<file path="src/rtl/parking_gate_ctrl.sv">
// ---------------------------------------------------------------------------
// parking_gate_ctrl
//
// Barrier-gate controller for the lot entrance. The raw loop detector and
// light beam are synchronized and debounced, and a five-state sequencer
// drives the barrier motor through open, wait, pass and close. One
// single-cycle pass_pulse is produced per car that fully crosses the beam.
// This pulse feeds the space counter. The gate refuses to open while the
// counter reports no free space.
//
// Parameters:
//   DEBOUNCE_CYCLES  consecutive differing synchronized samples before a
//                    filtered sensor flips
//   MOTOR_CYCLES     cycles for a full open or close stroke
//   CAR_TIMEOUT      cycles the raised gate waits for the beam
//
// Ports:
//   clk          system clock
//   reset        asynchronous, active-high reset
//   car_present  raw loop detector (async, bouncy), 1 = car waiting
//   beam_broken  raw light beam (async, bouncy), 1 = beam interrupted
//   space_ok     synchronous, 1 = at least one free space
//   motor_up     drive barrier upward
//   motor_down   drive barrier downward
//   gate_open    barrier fully raised (WAIT_CAR or PASSING)
//   pass_pulse   one-cycle pulse per completed car passage
//   deny         car waiting while the lot is full
//   timeout      one-cycle pulse when the gate auto-closes without a passage
// ---------------------------------------------------------------------------
module parking_gate_ctrl #(
   parameter int DEBOUNCE_CYCLES = 4,
   parameter int MOTOR_CYCLES    = 8,
   parameter int CAR_TIMEOUT     = 32
) (
   input  logic clk,
   input  logic reset,
   input  logic car_present,
   input  logic beam_broken,
   input  logic space_ok,
   output logic motor_up,
   output logic motor_down,
   output logic gate_open,
   output logic pass_pulse,
   output logic deny,
   output logic timeout
);

   localparam int DB_W = $clog2(DEBOUNCE_CYCLES + 1);
   localparam int TMAX = (MOTOR_CYCLES > CAR_TIMEOUT) ? MOTOR_CYCLES : CAR_TIMEOUT;
   localparam int TM_W = $clog2(TMAX + 1);

   localparam logic [DB_W-1:0] DB_LAST    = DB_W'(DEBOUNCE_CYCLES - 1);
   localparam logic [TM_W-1:0] MOTOR_LOAD = TM_W'(MOTOR_CYCLES - 1);
   localparam logic [TM_W-1:0] WAIT_LOAD  = TM_W'(CAR_TIMEOUT - 1);

   localparam logic [2:0] S_IDLE    = 3'd0;
   localparam logic [2:0] S_OPENING = 3'd1;
   localparam logic [2:0] S_WAIT    = 3'd2;
   localparam logic [2:0] S_PASSING = 3'd3;
   localparam logic [2:0] S_CLOSING = 3'd4;

   // Bit 0 is the loop detector, bit 1 is the light beam.
   logic [1:0]      raw;
   logic [1:0]      sync1;
   logic [1:0]      sync2;
   logic [1:0]      filt;
   logic [1:0]      filt_nxt;
   logic [DB_W-1:0] db_cnt [2];

   logic            car_next;
   logic            beam_next;

   logic [2:0]      state;
   logic [2:0]      state_nxt;
   logic [TM_W-1:0] timer;
   logic [TM_W-1:0] timer_nxt;
   logic            timer_done;
   logic            pulse_nxt;
   logic            timeout_nxt;

   assign raw = {beam_broken, car_present};

   // Two-flop synchronizer followed by a run-length counter per sensor.
   // A sample that agrees with the filtered value clears the run. The
   // counter also wraps to zero on the sample that flips the output.
   always_ff @(posedge clk or posedge reset) begin
      if (reset) begin
         sync1 <= '0;
         sync2 <= '0;
         filt  <= '0;
         for (int i = 0; i < 2; i++) db_cnt[i] <= '0;
      end else begin
         sync1 <= raw;
         sync2 <= sync1;
         filt  <= filt_nxt;
         for (int i = 0; i < 2; i++) begin
            if (sync2[i] == filt[i] || db_cnt[i] == DB_LAST)
               db_cnt[i] <= '0;
            else
               db_cnt[i] <= db_cnt[i] + 1'b1;
         end
      end
   end

   // The value each filtered sensor takes at the coming edge. The
   // sequencer reacts to this so that a state change lands on the same
   // edge as the filtered edge. All outputs stay registered.
   always_comb begin
      filt_nxt = filt;
      for (int i = 0; i < 2; i++) begin
         if (sync2[i] != filt[i] && db_cnt[i] == DB_LAST) filt_nxt[i] = sync2[i];
      end
   end

   assign car_next  = filt_nxt[0];
   assign beam_next = filt_nxt[1];

   // Sequencer. The timer is loaded on entry to each timed state and
   // counts down to zero. This gives exactly MOTOR_CYCLES cycles for
   // each stroke and at most CAR_TIMEOUT cycles of waiting. In CLOSING
   // the beam always wins, so a car under the barrier reverses the motor.
   always_comb begin
      state_nxt   = state;
      timer_nxt   = timer;
      pulse_nxt   = 1'b0;
      timeout_nxt = 1'b0;
      timer_done  = (timer == '0);
      case (state)
         S_IDLE: begin
            if (car_next && space_ok) begin
               state_nxt = S_OPENING;
               timer_nxt = MOTOR_LOAD;
            end
         end
         S_OPENING: begin
            if (timer_done) begin
               state_nxt = S_WAIT;
               timer_nxt = WAIT_LOAD;
            end else begin
               timer_nxt = timer - 1'b1;
            end
         end
         S_WAIT: begin
            if (beam_next) begin
               state_nxt = S_PASSING;
            end else if (timer_done) begin
               timeout_nxt = 1'b1;
               state_nxt   = S_CLOSING;
               timer_nxt   = MOTOR_LOAD;
            end else begin
               timer_nxt = timer - 1'b1;
            end
         end
         S_PASSING: begin
            if (!beam_next) begin
               pulse_nxt = 1'b1;
               state_nxt = S_CLOSING;
               timer_nxt = MOTOR_LOAD;
            end
         end
         S_CLOSING: begin
            if (beam_next) begin
               state_nxt = S_OPENING;
               timer_nxt = MOTOR_LOAD;
            end else if (timer_done) begin
               state_nxt = S_IDLE;
            end else begin
               timer_nxt = timer - 1'b1;
            end
         end
         default: state_nxt = S_IDLE;
      endcase
   end

   // State, timer and outputs are all registered. The outputs are decoded
   // from the next state, so they line up with the state they describe.
   always_ff @(posedge clk or posedge reset) begin
      if (reset) begin
         state      <= S_IDLE;
         timer      <= '0;
         motor_up   <= 1'b0;
         motor_down <= 1'b0;
         gate_open  <= 1'b0;
         pass_pulse <= 1'b0;
         deny       <= 1'b0;
         timeout    <= 1'b0;
      end else begin
         state      <= state_nxt;
         timer      <= timer_nxt;
         motor_up   <= (state_nxt == S_OPENING);
         motor_down <= (state_nxt == S_CLOSING);
         gate_open  <= (state_nxt == S_WAIT) || (state_nxt == S_PASSING);
         pass_pulse <= pulse_nxt;
         deny       <= (state_nxt == S_IDLE) && car_next && !space_ok;
         timeout    <= timeout_nxt;
      end
   end

endmodule

</file>
<file path="config.mk">
export PLATFORM = sky130hd
export DESIGN_NAME = parking_gate_ctrl
export DESIGN_NICKNAME = d
export VERILOG_FILES = /design/src/rtl/parking_gate_ctrl.sv
export SDC_FILE = /design/constraint.sdc
export NUM_CORES = 1
export LEC_CHECK = 0
export BUFFER_PORTS_ARGS = -buffer_cell sky130_fd_sc_hd__buf_2
export CORE_MARGIN = 2
export CORE_UTILIZATION = 55
export CTS_BUF_LIST = sky130_fd_sc_hd__clkbuf_16
export DETAILED_ROUTE_END_ITERATION = 16
export HOLD_SLACK_MARGIN = 0.15
export PLACE_DENSITY = 0.7
export SLEW_MARGIN = 20
export SYNTH_ARGS = -nofsm -noshare
export SYNTH_HDL_FRONTEND = slang
export SYNTH_SLANG_ARGS = --single-unit
</file>
<file path="constraint.sdc">
create_clock -name clk -period 2.2 [get_ports clk]
set_input_delay 0.44 -clock clk [delete_from_list [all_inputs] [get_ports clk]]
set_output_delay 0.44 -clock clk [all_outputs]
set_load 0.02 [all_outputs]
</file>
==> summary.md, run 1 <==
| Metric | Value |
|---|---|
| Status | `completed` |
| Syn Area/Cell | `10.4 µm²` |
| #FFs+latches synth | `27` |
| FF+latch area | `676 µm²` |
| P_int | `1240 µW` |
| Synthesized area | `1290 µm²` |
| Antenna Nets Post-Route | `0` |
| Worst skew pair latency | `260 ps` |
| Drt pass-1 iters | `4` |
| Finished Core Util | `66.7%` |
| Crit path time final | `2050 ps` |
| CTS Sinks | `27` |
| TritonCTS clock tree | `yes` |
| Hold WC Path Type | `in2async` |
| DRC Markers | `0` |
| Crit start category | `flip-flop` |
| Hold buffer count at CTS | `0` |
| Core area | `2210 µm²` |
| Vias per inst | `5.54` |
| Pleak | `0.000725 µW` |
| Max-slew violations | `0` |
| FMAX | `0.487 GHz` |
| Total Power | `2000 µW` |
| CTS clk-pin slew, worst paths | `70 ps` |
| ANT cells | `0` |
| MaxCap Viol Count | `0` |
| Ratio of final minimum period to clock period | `93.3%` |
| CTS Buf Count | `3` |
| WHS | `206 ps` |
| Worst-Margin Slew | `529 ps` |
| Chip width | `52.4 µm` |
| Gpl congestion | `0.874` |
| CTS root buf | `clkbuf_16` |
| Comb power frac | `41.7%` |
| Layout cell share with drive strength beyond 1 | `20.7%` |
| Largest net degree at the start of global routing | `17` |
| Post-DP HPWL | `1750 µm` |
| Post-Synthesis Cells | `124` |
| Initial antenna violation count | `0` |
| Seq pwr share | `37.8%` |
| Global-route wire length before repair | `4210 µm` |
| Power Density | `1360 nW/µm²` |
| DRT Wirelength | `2380 µm` |
| RSZ-0062 raised after global routing | `false` |
| Setup TNS | `0 ps` |
| Multi-input gate area | `556 µm²` |
| Number of global-route vias before repair | `907` |
| Final hold violation count | `0` |
| Crit path max fanout | `4` |
| H-tree depth | `1` |
| Crit path required time | `2360 ps` |
| Initial core utilization | `58.2%` |
| Initial drt markers | `15` |
| Total gr overflow | `0` |
| Switch share | `38.2%` |
| Clock power share | `20.5%` |
| Worst Skew | `6.23 ps` |
| CP arrival | `2210 ps` |
| Asr flop ratio synth | `100%` |
| Register area share after synthesis | `52.5%` |
| Area growth, synth to finish | `14.6%` |
| FP Rows | `17` |
| Primary FF master, synth | `dfrtp_1` |
| Ports | `11` |
| CTS Buffer Depth | `2` |
| Post-synth EDFFs | `0` |
| Worst Setup End Kind | `flip-flop` |
| Post-synthesis cell type count | `42` |
| Post-place setup slack | `128 ps` |
| Setup-failing EPs final | `0` |
| Vias | `931` |
| Critical path class | `reg2reg` |
| Worst vdd ir | `921 µV` |
| Routed WL per cell | `14.2 µm` |
| Area of the die | `2740 µm²` |
| Port bufs | `10` |
| Net count, final | `151` |
| Psw | `764 µW` |
| Die Height | `52.4 µm` |
| GRT Resource Usage Total | `21.4%` |
| Yosys warning count | `0` |
| Fillers | `172` |
| Net Count, Synth | `134` |
| Slew HR | `64.7%` |
| Setup WS post-layout | `148 ps` |
cells in the mapped netlist, types with 2 or more instances:
cell type | number | area, µm²
a21o_1 | 2 | 15.0
a21oi_1 | 4 | 20.0
a31oi_1 | 2 | 12.5
clkbuf_1 | 3 | 11.3
dfrtp_1 | 27 | 676
ha_1 | 5 | 62.6
inv_1 | 8 | 30.0
nand2_1 | 8 | 30.0
nand2b_1 | 7 | 43.8
nand4_1 | 2 | 12.5
nor2_1 | 15 | 56.3
nor3_1 | 4 | 20.0
o21ai_0 | 5 | 25.0
o21ai_1 | 3 | 15.0
xor2_1 | 2 | 17.5
cell usage in the layout (no fill, tap or decap), types with 2 or more instances in the layout:
cell        n
nor3_1      4
nor2_1     15
inv_1       8
o21ai_0     5
buf_2      10
nand2_1     8
xor2_1      2
nand4_1     2
o21ai_1     3
nand2b_1    7
ha_1        5
a21oi_1     4
dfrtp_1    27
a31oi_1     2
a21o_1      2
buf_4       6
clkbuf_16   3
worst max-delay path: stages (launching register included):
cell	delay (ps)
dfrtp_1	390
ha_1	200
ha_1	200
mux2_4	320
a2111o_1	420
nand4_1	170
nor4b_1	80
a21o_1	160
repair_timing:
| item | in CTS | in global routing |
|---|---|---|
| buffers inserted | 0 | 1 |
| endpoints found under the setup margin | 0 | 2 |
| gates resized for setup | 0 | 0 |
registers in the layout (all words and copies together) (netlist names), 2 cells and up:
register  count
filt          2
sync2         2
timer         6
db_cnt        6
state         3
sync1         2
final timing paths:
| path | startpoint | to | slack (ps) | cells after the start |
|---|---|---|---|---|
| min reg2reg | sync1[0] | sync2[0] | 350 | 0 |
| max | db_cnt[3] | timer[4] | 150 | 7 |
| max reg2reg | db_cnt[3] | timer[4] | 150 | 7 |
| max in group asynchronous | reset | db_cnt[2] | 1410 | 3 |
| min in group clk | car_present | sync1[0] | 280 | 1 |
| min | reset | filt[0] | 210 | 2 |
cells by family (layout without fill, tap and decap cells):
group / count (synthesis) / after routing / share of synthesized area, %
compound gates: 24 / 24 / 12.1
xor+xnor: 3 / 3 / 2.04
fa+ha+maj: 5 / 5 / 4.86
buf+inv: 13 / 29 / 4.37
flops: 27 / 27 / 52.5
mux: 2 / 2 / 1.94
simple gates: 50 / 50 / 22.2
metal layers:
metal	up-vias	track usage (%)	routed length (µm)	part of all wire, %
li1	461	-	-	-
met1	445	29.3	1160	49
met2	23	33.5	1130	47
met3	2	5.14	79	3.3
met4	0	6.41	17	0.71
met5	-	0	0	0
power groups by stage:
stage / clock network (µW) / logic (µW) / registers [µW]
floorplan: 0 / 581 / 769
CTS: 419 / 812 / 756
detailed placement: 0 / 806 / 763
finish: 410 / 835 / 757
global placement: 0 / 782 / 755
global route: 436 / 957 / 779
area by class of cell:
class / count / share of cell area, %
inverters: 9 / 2.29
clock buffers: 3 / 5.09
flip-flops and latches: 27 / 45.8
multi-input cells: 84 / 37.7
clock inverters: 1 / 0.339
repair buffers: 16 / 6.45
well taps: 28 / 2.37
metrics by stage:
step / cell area (µm²) / instances
3_3_place_gp: 1390 / 163
5_1_grt: 1480 / 168
3_5_place_dp: 1390 / 163
6_report: 1480 / 168
2_1_floorplan: 1290 / 124
4_1_cts: 1470 / 167
Note: power is estimated with default switching activity, not from simulation.
==> inputs of run 2 (changes only) <==
--- a/config.mk
+++ b/config.mk
@@ -5,7 +5,7 @@
 export SDC_FILE = /design/constraint.sdc
 export NUM_CORES = 1
 export LEC_CHECK = 0
-export BUFFER_PORTS_ARGS = -buffer_cell sky130_fd_sc_hd__buf_2
+export BUFFER_PORTS_ARGS = -buffer_cell sky130_fd_sc_hd__buf_4
 export CORE_MARGIN = 2
 export CORE_UTILIZATION = 55
 export CTS_BUF_LIST = sky130_fd_sc_hd__clkbuf_16
==> run 2 against run 1 <==
  * Utilization grew 0.79 points
  * Hold slack gained 30 ps
  * Largest cell class unchanged
  * Critical path type unchanged
  * Total power grew 0.49%
  * Count of clock-buffer cells in the layout is the same
  * Sequential share of layout area shrank 0.54 points
  * Highest routed layer unchanged
  * Clock skew shrank 1.3 ps
  * Cell count shrank 0.60%
  * Combinational power shrank 1%
  * First-iteration DRC count grew 13%
  * Sequential cell count is the same
  * Clock power is essentially flat
==> summary.md, run 2 (synthesized netlist as in run 1, its figures left out) <==
| Metric | Value |
|---|---|
| Antenna Nets Post-Route | `0 (unchanged)` |
| Global-route wire length before repair | `4020 µm (-4.4%)` |
| Initial antenna violation count | `0 (unchanged)` |
| TritonCTS clock tree | `yes` |
| Fillers | `179 (+4.1%)` |
| CTS root buf | `clkbuf_16` |
| DRT Wirelength | `2360 µm (-1.2%)` |
| Critical path class | `reg2reg` |
| Psw | `765 µW (+0.12%)` |
| Worst-Margin Slew | `390 ps (-139 ps)` |
| FMAX | `0.484 GHz (-0.57%)` |
| FF+latch area | `676 µm² (unchanged)` |
| Multi-input gate area | `556 µm² (unchanged)` |
| Slew HR | `74.0% (+9.3 points)` |
| Area of the die | `2740 µm² (unchanged)` |
| Vias per inst | `5.65 (+2.0%)` |
| CTS clk-pin slew, worst paths | `70 ps (about the same)` |
| Power Density | `1350 nW/µm² (-0.69%)` |
| Dpl cells | `162 (-0.61%)` |
| Most frequent cells in the layout | `dfrtp_1, nor2_1, buf_4, nand2_1, inv_1` |
| R2r startpoint | `db_cnt[3]` |
| Worst skew pair latency | `260 ps (about the same)` |
| Max-slew violations | `0 (unchanged)` |
| Status | `completed` |
| Largest net degree at the start of global routing | `28 (+11)` |
| Worst Setup End Kind | `flip-flop` |
| Initial drt markers | `17 (+2)` |
| Number of global-route vias before repair | `911 (+0.44%)` |
| Vias | `944 (+1.4%)` |
| ANT cells | `0 (unchanged)` |
| Crit start category | `flip-flop` |
| Ports | `11 (unchanged)` |
| Worst vdd ir | `985 µV (+7.0%)` |
| CP arrival | `2220 ps (about the same)` |
| Switch share | `38.0% (-0.14 points)` |
| Core area | `2210 µm² (unchanged)` |
| Chip width | `52.4 µm (unchanged)` |
| CTS Sinks | `27 (unchanged)` |
| Area growth, synth to finish | `15.9%` |
| Worst Skew | `4.93 ps (-1.31 ps)` |
| Pleak | `0.000723 µW (-0.17%)` |
| Die Height | `52.4 µm (unchanged)` |
| Initial core utilization | `58.2% (unchanged)` |
| Crit path time final | `2060 ps (+11.8 ps)` |
| P_int | `1250 µW (+0.71%)` |
| Seq pwr share | `38.8% (+1.0 points)` |
| CTS Buffer Depth | `2 (unchanged)` |
| FF-to-FF setup slack | `140 ps (about the same)` |
| FP Rows | `17 (unchanged)` |
| MaxCap Viol Count | `0 (unchanged)` |
| Post-route design area | `1490 µm² (+1.2%)` |
| Commonest non-fill, non-tap cell in the layout | `dfrtp_1` |
| H-tree depth | `1 (unchanged)` |
| Non-Filler Instances | `167 (-0.60%)` |
| Clock power share | `20.2% (-0.3 points)` |
| GRT Resource Usage Total | `20.2% (-1.2 points)` |
| Worst Setup SP | `db_cnt[3]` |
| Setup-failing EPs final | `0 (unchanged)` |
| Final hold violation count | `0 (unchanged)` |
| Port bufs | `10 (unchanged)` |
| Crit path max fanout | `4 (unchanged)` |
| Hold buffer count at CTS | `0 (unchanged)` |
| Total gr overflow | `0 (unchanged)` |
| Hold WC Path Type | `in2async` |
| Gpl congestion | `0.835 (-4.5%)` |
| Layout cell share with drive strength beyond 1 | `20.1% (-0.57 points)` |
| Post-DP HPWL | `1680 µm (-4.1%)` |
| Crit path required time | `2360 ps (about the same)` |
| Drt pass-1 iters | `4 (unchanged)` |
| Net count, final | `150 (-0.66%)` |
| CTS Buf Count | `3 (unchanged)` |
| Biggest regs | `db_cnt (6), timer (6), state (3)` |
| Comb power frac | `41.0% (-0.7 points)` |
| Post-DP Area | `1410 µm² (+1.3%)` |
| DRC Markers | `0 (unchanged)` |
| Worst r2r dst | `timer[4]` |
| Ratio of final minimum period to clock period | `93.8% (+0.54 points)` |
| Routed WL per cell | `14.1 µm (-0.58%)` |
| Reg2reg path depth | `7 (unchanged)` |
[run 2: cell count changes in the layout (fill, tap and decap cells not counted)]
cell,before,now
buf_4,6,15
buf_2,10,0
[run 2: final cells by class]
cell class | count | area share (%)
Clock buffer | 3 | 5.03
Inverter | 9 | 2.26
Timing Repair Buffer | 15 | 7.54
Multi-Input combinational cell | 84 | 37.2
Tap cell | 28 | 2.35
Sequential cell | 27 | 45.3
Clock inverter | 1 | 0.335
[run 2: per-stage QoR]
| step | power [µW] | setup WS (ps) | hold WS (ps) | utilization (%) | setup TNS (ps) |
|---|---|---|---|---|---|
| floorplan | 1350 | 288 | 331 | - | 0 |
| global placement | 1550 | 193 | 336 | 63.5 | 0 |
| detailed placement | 1580 | 153 | 340 | 63.5 | 0 |
| CTS | 2000 | 124 | 248 | 67.1 | 0 |
| global route | 2170 | -12.4 | 270 | 67.5 | -18.5 |
| finish | 2010 | 136 | 236 | 67.5 | 0 |
[run 2: power by group through the flow]
stage | registers [µW] | logic, µW | clock network, µW
finish | 780 | 824 | 407
global route | 802 | 936 | 431
CTS | 780 | 803 | 416
detailed placement | 786 | 791 | 0
global placement | 777 | 770 | 0
floorplan | 769 | 581 | 0
[run 2: how the worst max path moves through the flow]
stage	cells after the start	slack [ps]	to
after floorplan	7	290	timer[4]
after global placement	7	190	timer[3]
after detailed placement	7	150	timer[3]
after CTS	7	120	timer[3]
after global routing	8	-10	timer[4]
final	7	140	timer[4]
[run 2: worst max-delay path: stages (launching register included)]
cell and delay (ps):
dfrtp_1 390, ha_1 200, ha_1 200, mux2_4 320
a2111o_1 440, nand4_1 180, nor4b_1 80, a21o_1 150
[run 2: per-layer routing]
metal | GRT usage, % | part of all wire (%)
met2 | 34.0 | 48
met5 | 0 | 0
met1 | 26.3 | 46
met4 | 3.85 | 0.51
met3 | 5.14 | 4.8
[run 2: timing repair]
item	in CTS	in global routing
buffers inserted	0	1
gates resized for setup	0	0
endpoints found under the setup margin	0	2
==> inputs of run 3 (changes only) <==
--- a/config.mk
+++ b/config.mk
@@ -5,6 +5,7 @@
 export SDC_FILE = /design/constraint.sdc
 export NUM_CORES = 1
 export LEC_CHECK = 0
+export ABC_AREA = 1
 export BUFFER_PORTS_ARGS = -buffer_cell sky130_fd_sc_hd__buf_4
 export CORE_MARGIN = 2
 export CORE_UTILIZATION = 55
==> run 3 against run 2 <==
  * Worst setup slack improved by 320 ps
  * Clock skew decreased by 2.2 ps
  * Area after synthesis increased by 9.8%
  * Total power increased by 25%
  * Critical endpoint is now timer[1]
  * Non-clock buffer count decreased by 4
  * Utilization decreased by 1.6 points
==> summary.md, run 3 <==
| Metric | Value |
|---|---|
| #FFs+latches synth | `27 (unchanged)` |
| Max-slew violations | `0 (unchanged)` |
| Top-area cell type share of the netlist area | `47.8% (-4.7 points)` |
| FMAX | `0.574 GHz (+18%)` |
| Core area | `2450 µm² (+11%)` |
| Power Density | `1560 nW/µm² (+15%)` |
| Number of global-route vias before repair | `990 (+8.7%)` |
| Primary FF master, synth | `dfrtp_1` |
| Non-Filler Instances | `205 (+23%)` |
| Ports | `11 (unchanged)` |
| Biggest regs | `db_cnt (6), timer (6), state (3)` |
| Status | `completed` |
| FP Rows | `18 (+1)` |
| Synth top cells by count | `nand2_1, dfrtp_1, inv_1` |
| Syn Area/Cell | `8.84 µm² (-15%)` |
| Worst-Margin Slew | `342 ps (-48.1 ps)` |
| Post-synth EDFFs | `0 (unchanged)` |
| Net count, final | `186 (+24%)` |
| WHS | `225 ps (-10.8 ps)` |
| WP buf/inv | `2 (+2)` |
| Fillers | `206 (+15%)` |
| Commonest non-fill, non-tap cell in the layout | `nand2_1` |
| Gpl congestion | `0.848 (+1.5%)` |
| Most frequent cells in the layout | `nand2_1, dfrtp_1, inv_1, nor2_1` |
| Dpl cells | `201 (+24%)` |
| Area growth, synth to finish | `14.3%` |
| Drt pass-1 iters | `4 (unchanged)` |
| Slew HR | `77.0% (+3.0 points)` |
| Crit path required time | `2350 ps (about the same)` |
| Post-Synthesis Cells | `160 (+29%)` |
| CTS root buf | `clkbuf_16` |
| Critical path class | `reg2reg` |
| Worst Setup End Kind | `flip-flop` |
| Post-synthesis cell type count | `25 (-40%)` |
| H-tree depth | `1 (unchanged)` |
| CTS clk-pin slew, worst paths | `60 ps (about the same)` |
| RSZ-0062 raised after global routing | `false` |
| Area leader, netlist | `dfrtp_1` |
| Total gr overflow | `0 (unchanged)` |
| Final hold violation count | `0 (unchanged)` |
| GRT Resource Usage Total | `19.9% (-0.24 points)` |
| Vias per inst | `4.99 (-12%)` |
| CTS resizes | `0 (unchanged)` |
| CP peak stage delay | `380 ps (-60 ps)` |
| Largest net degree at the start of global routing | `28 (unchanged)` |
| Chip width | `54.7 µm (+4.4%)` |
| Global-route wire length before repair | `4180 µm (+4.0%)` |
| MaxCap Viol Count | `0 (unchanged)` |
| TritonCTS clock tree | `yes` |
| Worst vdd ir | `1050 µV (+6.5%)` |
| Worst skew pair latency | `260 ps (about the same)` |
| Top-count cell post-synth | `nand2_1` |
| CTS Buf Count | `3 (unchanged)` |
| Port bufs | `10 (unchanged)` |
| Post-DP HPWL | `1870 µm (+11%)` |
| Initial drt markers | `25 (+8)` |
| ANT cells | `0 (unchanged)` |
| DRC Markers | `0 (unchanged)` |
| Worst Skew | `2.69 ps (-2.24 ps)` |
| Register area share after synthesis | `47.8% (-4.7 points)` |
| CTS Sinks | `27 (unchanged)` |
| Setup TNS | `0 ps (unchanged)` |
| Finished Core Util | `65.9% (-1.6 points)` |
| Crit path time final | `1740 ps (-321 ps)` |
| Pleak | `0.000878 µW (+21%)` |
| Initial antenna violation count | `0 (unchanged)` |
| Layout cell share with drive strength beyond 1 | `25.7% (+5.6 points)` |
| Setup-failing EPs final | `0 (unchanged)` |
| Ratio of final minimum period to clock period | `79.2% (-15 points)` |
| Post-CTS Setup Bufs | `0 (unchanged)` |
| Vias | `1,022 (+8.3%)` |
| Antenna Nets Post-Route | `0 (unchanged)` |
| Top cell family by delay on the critical path | `simple AND/OR/NAND/NOR gates` |
| Total Power | `2510 µW (+25%)` |
| Area of the die | `2990 µm² (+9.1%)` |
| Hold WC Path Type | `in2async` |
| Top cells by area, synth | `dfrtp_1, nand2_1, inv_1` |
| Die Height | `54.7 µm (+4.4%)` |
| Crit path max fanout | `5 (+1)` |
| Routed WL per cell | `11.7 µm (-17%)` |
| Initial core utilization | `57.6% (-0.61 points)` |
| Crit start category | `flip-flop` |
| CP arrival | `1890 ps (-330 ps)` |
| Yosys warning count | `0 (unchanged)` |
| Worst-path cell chain | `ha_1 > ha_1 > nand2_1 > inv_2 > nor2_4 > nand2_2 > inv_2 > nand2_1 > nand2_1 > nand2_1 > nand2_1 > o21ai_2` |
| DRT Wirelength | `2400 µm (+1.7%)` |
| Worst path slowest cell | `dfrtp_1` |
| Synthesized area | `1410 µm² (+9.8%)` |
| CTS Buffer Depth | `2 (unchanged)` |
| Net Count, Synth | `170 (+27%)` |
| Asr flop ratio synth | `100% (unchanged)` |
| Hold buffer count at CTS | `0 (unchanged)` |
| CP dominant cell by count | `nand2_1` |
-- run 3: changes by cell type after synthesis, moves of 3 or more --
| cell | before | now |
|---|---|---|
| o21ai_2 | 0 | 3 |
| clkbuf_1 | 3 | 0 |
| inv_2 | 1 | 7 |
| nand3_1 | 0 | 11 |
| nand2b_1 | 7 | 0 |
| nor2_4 | 0 | 4 |
| nand2_2 | 0 | 5 |
| nand2_1 | 8 | 29 |
| nand3_2 | 0 | 3 |
| inv_1 | 8 | 25 |
-- run 3: path summary, 6_finish.rpt --
| path | start | end | slack (ps) | cells past startpoint |
|---|---|---|---|---|
| worst max-delay path | db_cnt[0] | timer[1] | 460 | 12 |
| worst min-delay path | reset | db_cnt[2] | 230 | 3 |
| worst max register to register | db_cnt[0] | timer[1] | 460 | 12 |
| worst min register to register | sync1[1] | sync2[1] | 360 | 0 |
| max in group asynchronous | reset | sync2[0] | 1710 | 3 |
| min in group clk | beam_broken | sync1[1] | 280 | 1 |
-- run 3: where the power goes --
part	internal [µW]	switching [µW]
sequential	680	122
combinational	477	827
clock	247	162
-- run 3: kinds of logic (layout without fill, tap and decap cells) --
family / Yosys count / in the layout / share of synthesized area, %
AOI/OAI and AO/OA: 16 / 16 / 7.52
adders and majority gates: 5 / 5 / 4.42
DFF: 27 / 27 / 47.8
xor gates and xnor gates: 2 / 2 / 1.24
buffers and inverters: 33 / 48 / 8.94
and+or+nand+nor: 77 / 77 / 30.1
-- run 3: worst min-delay path, stage by stage --
cell and delay, ps:
buf_4 110, inv_1 40, buf_4 300
-- run 3: final cells by class --
| type | instances | area, µm² | area share (%) |
|---|---|---|---|
| clock inverters | 1 | 7.51 | 0.464 |
| clock buffers | 3 | 75.1 | 4.64 |
| inverters | 33 | 126 | 7.82 |
| multi-input cells | 100 | 612 | 37.8 |
| well taps | 30 | 37.5 | 2.32 |
| flip-flops and latches | 27 | 676 | 41.8 |
| repair buffers | 11 | 82.6 | 5.11 |
-- run 3: routing by layer --
| layer | global-route usage, % | vias to the layer above | share of wire (%) |
|---|---|---|---|
| met5 | 0 | - | 0 |
| met4 | 8.75 | 0 | 1.5 |
| met3 | 2.46 | 4 | 3.9 |
| met2 | 33.1 | 22 | 48 |
| met1 | 25.8 | 461 | 47 |
| li1 | - | 535 | - |
-- run 3: stage by stage --
step,setup WS (ps),instance area (µm²)
2_1_floorplan,606,1410
3_3_place_gp,546,1530
3_5_place_dp,473,1530
4_1_cts,446,1620
5_1_grt,301,1620
6_report,457,1620
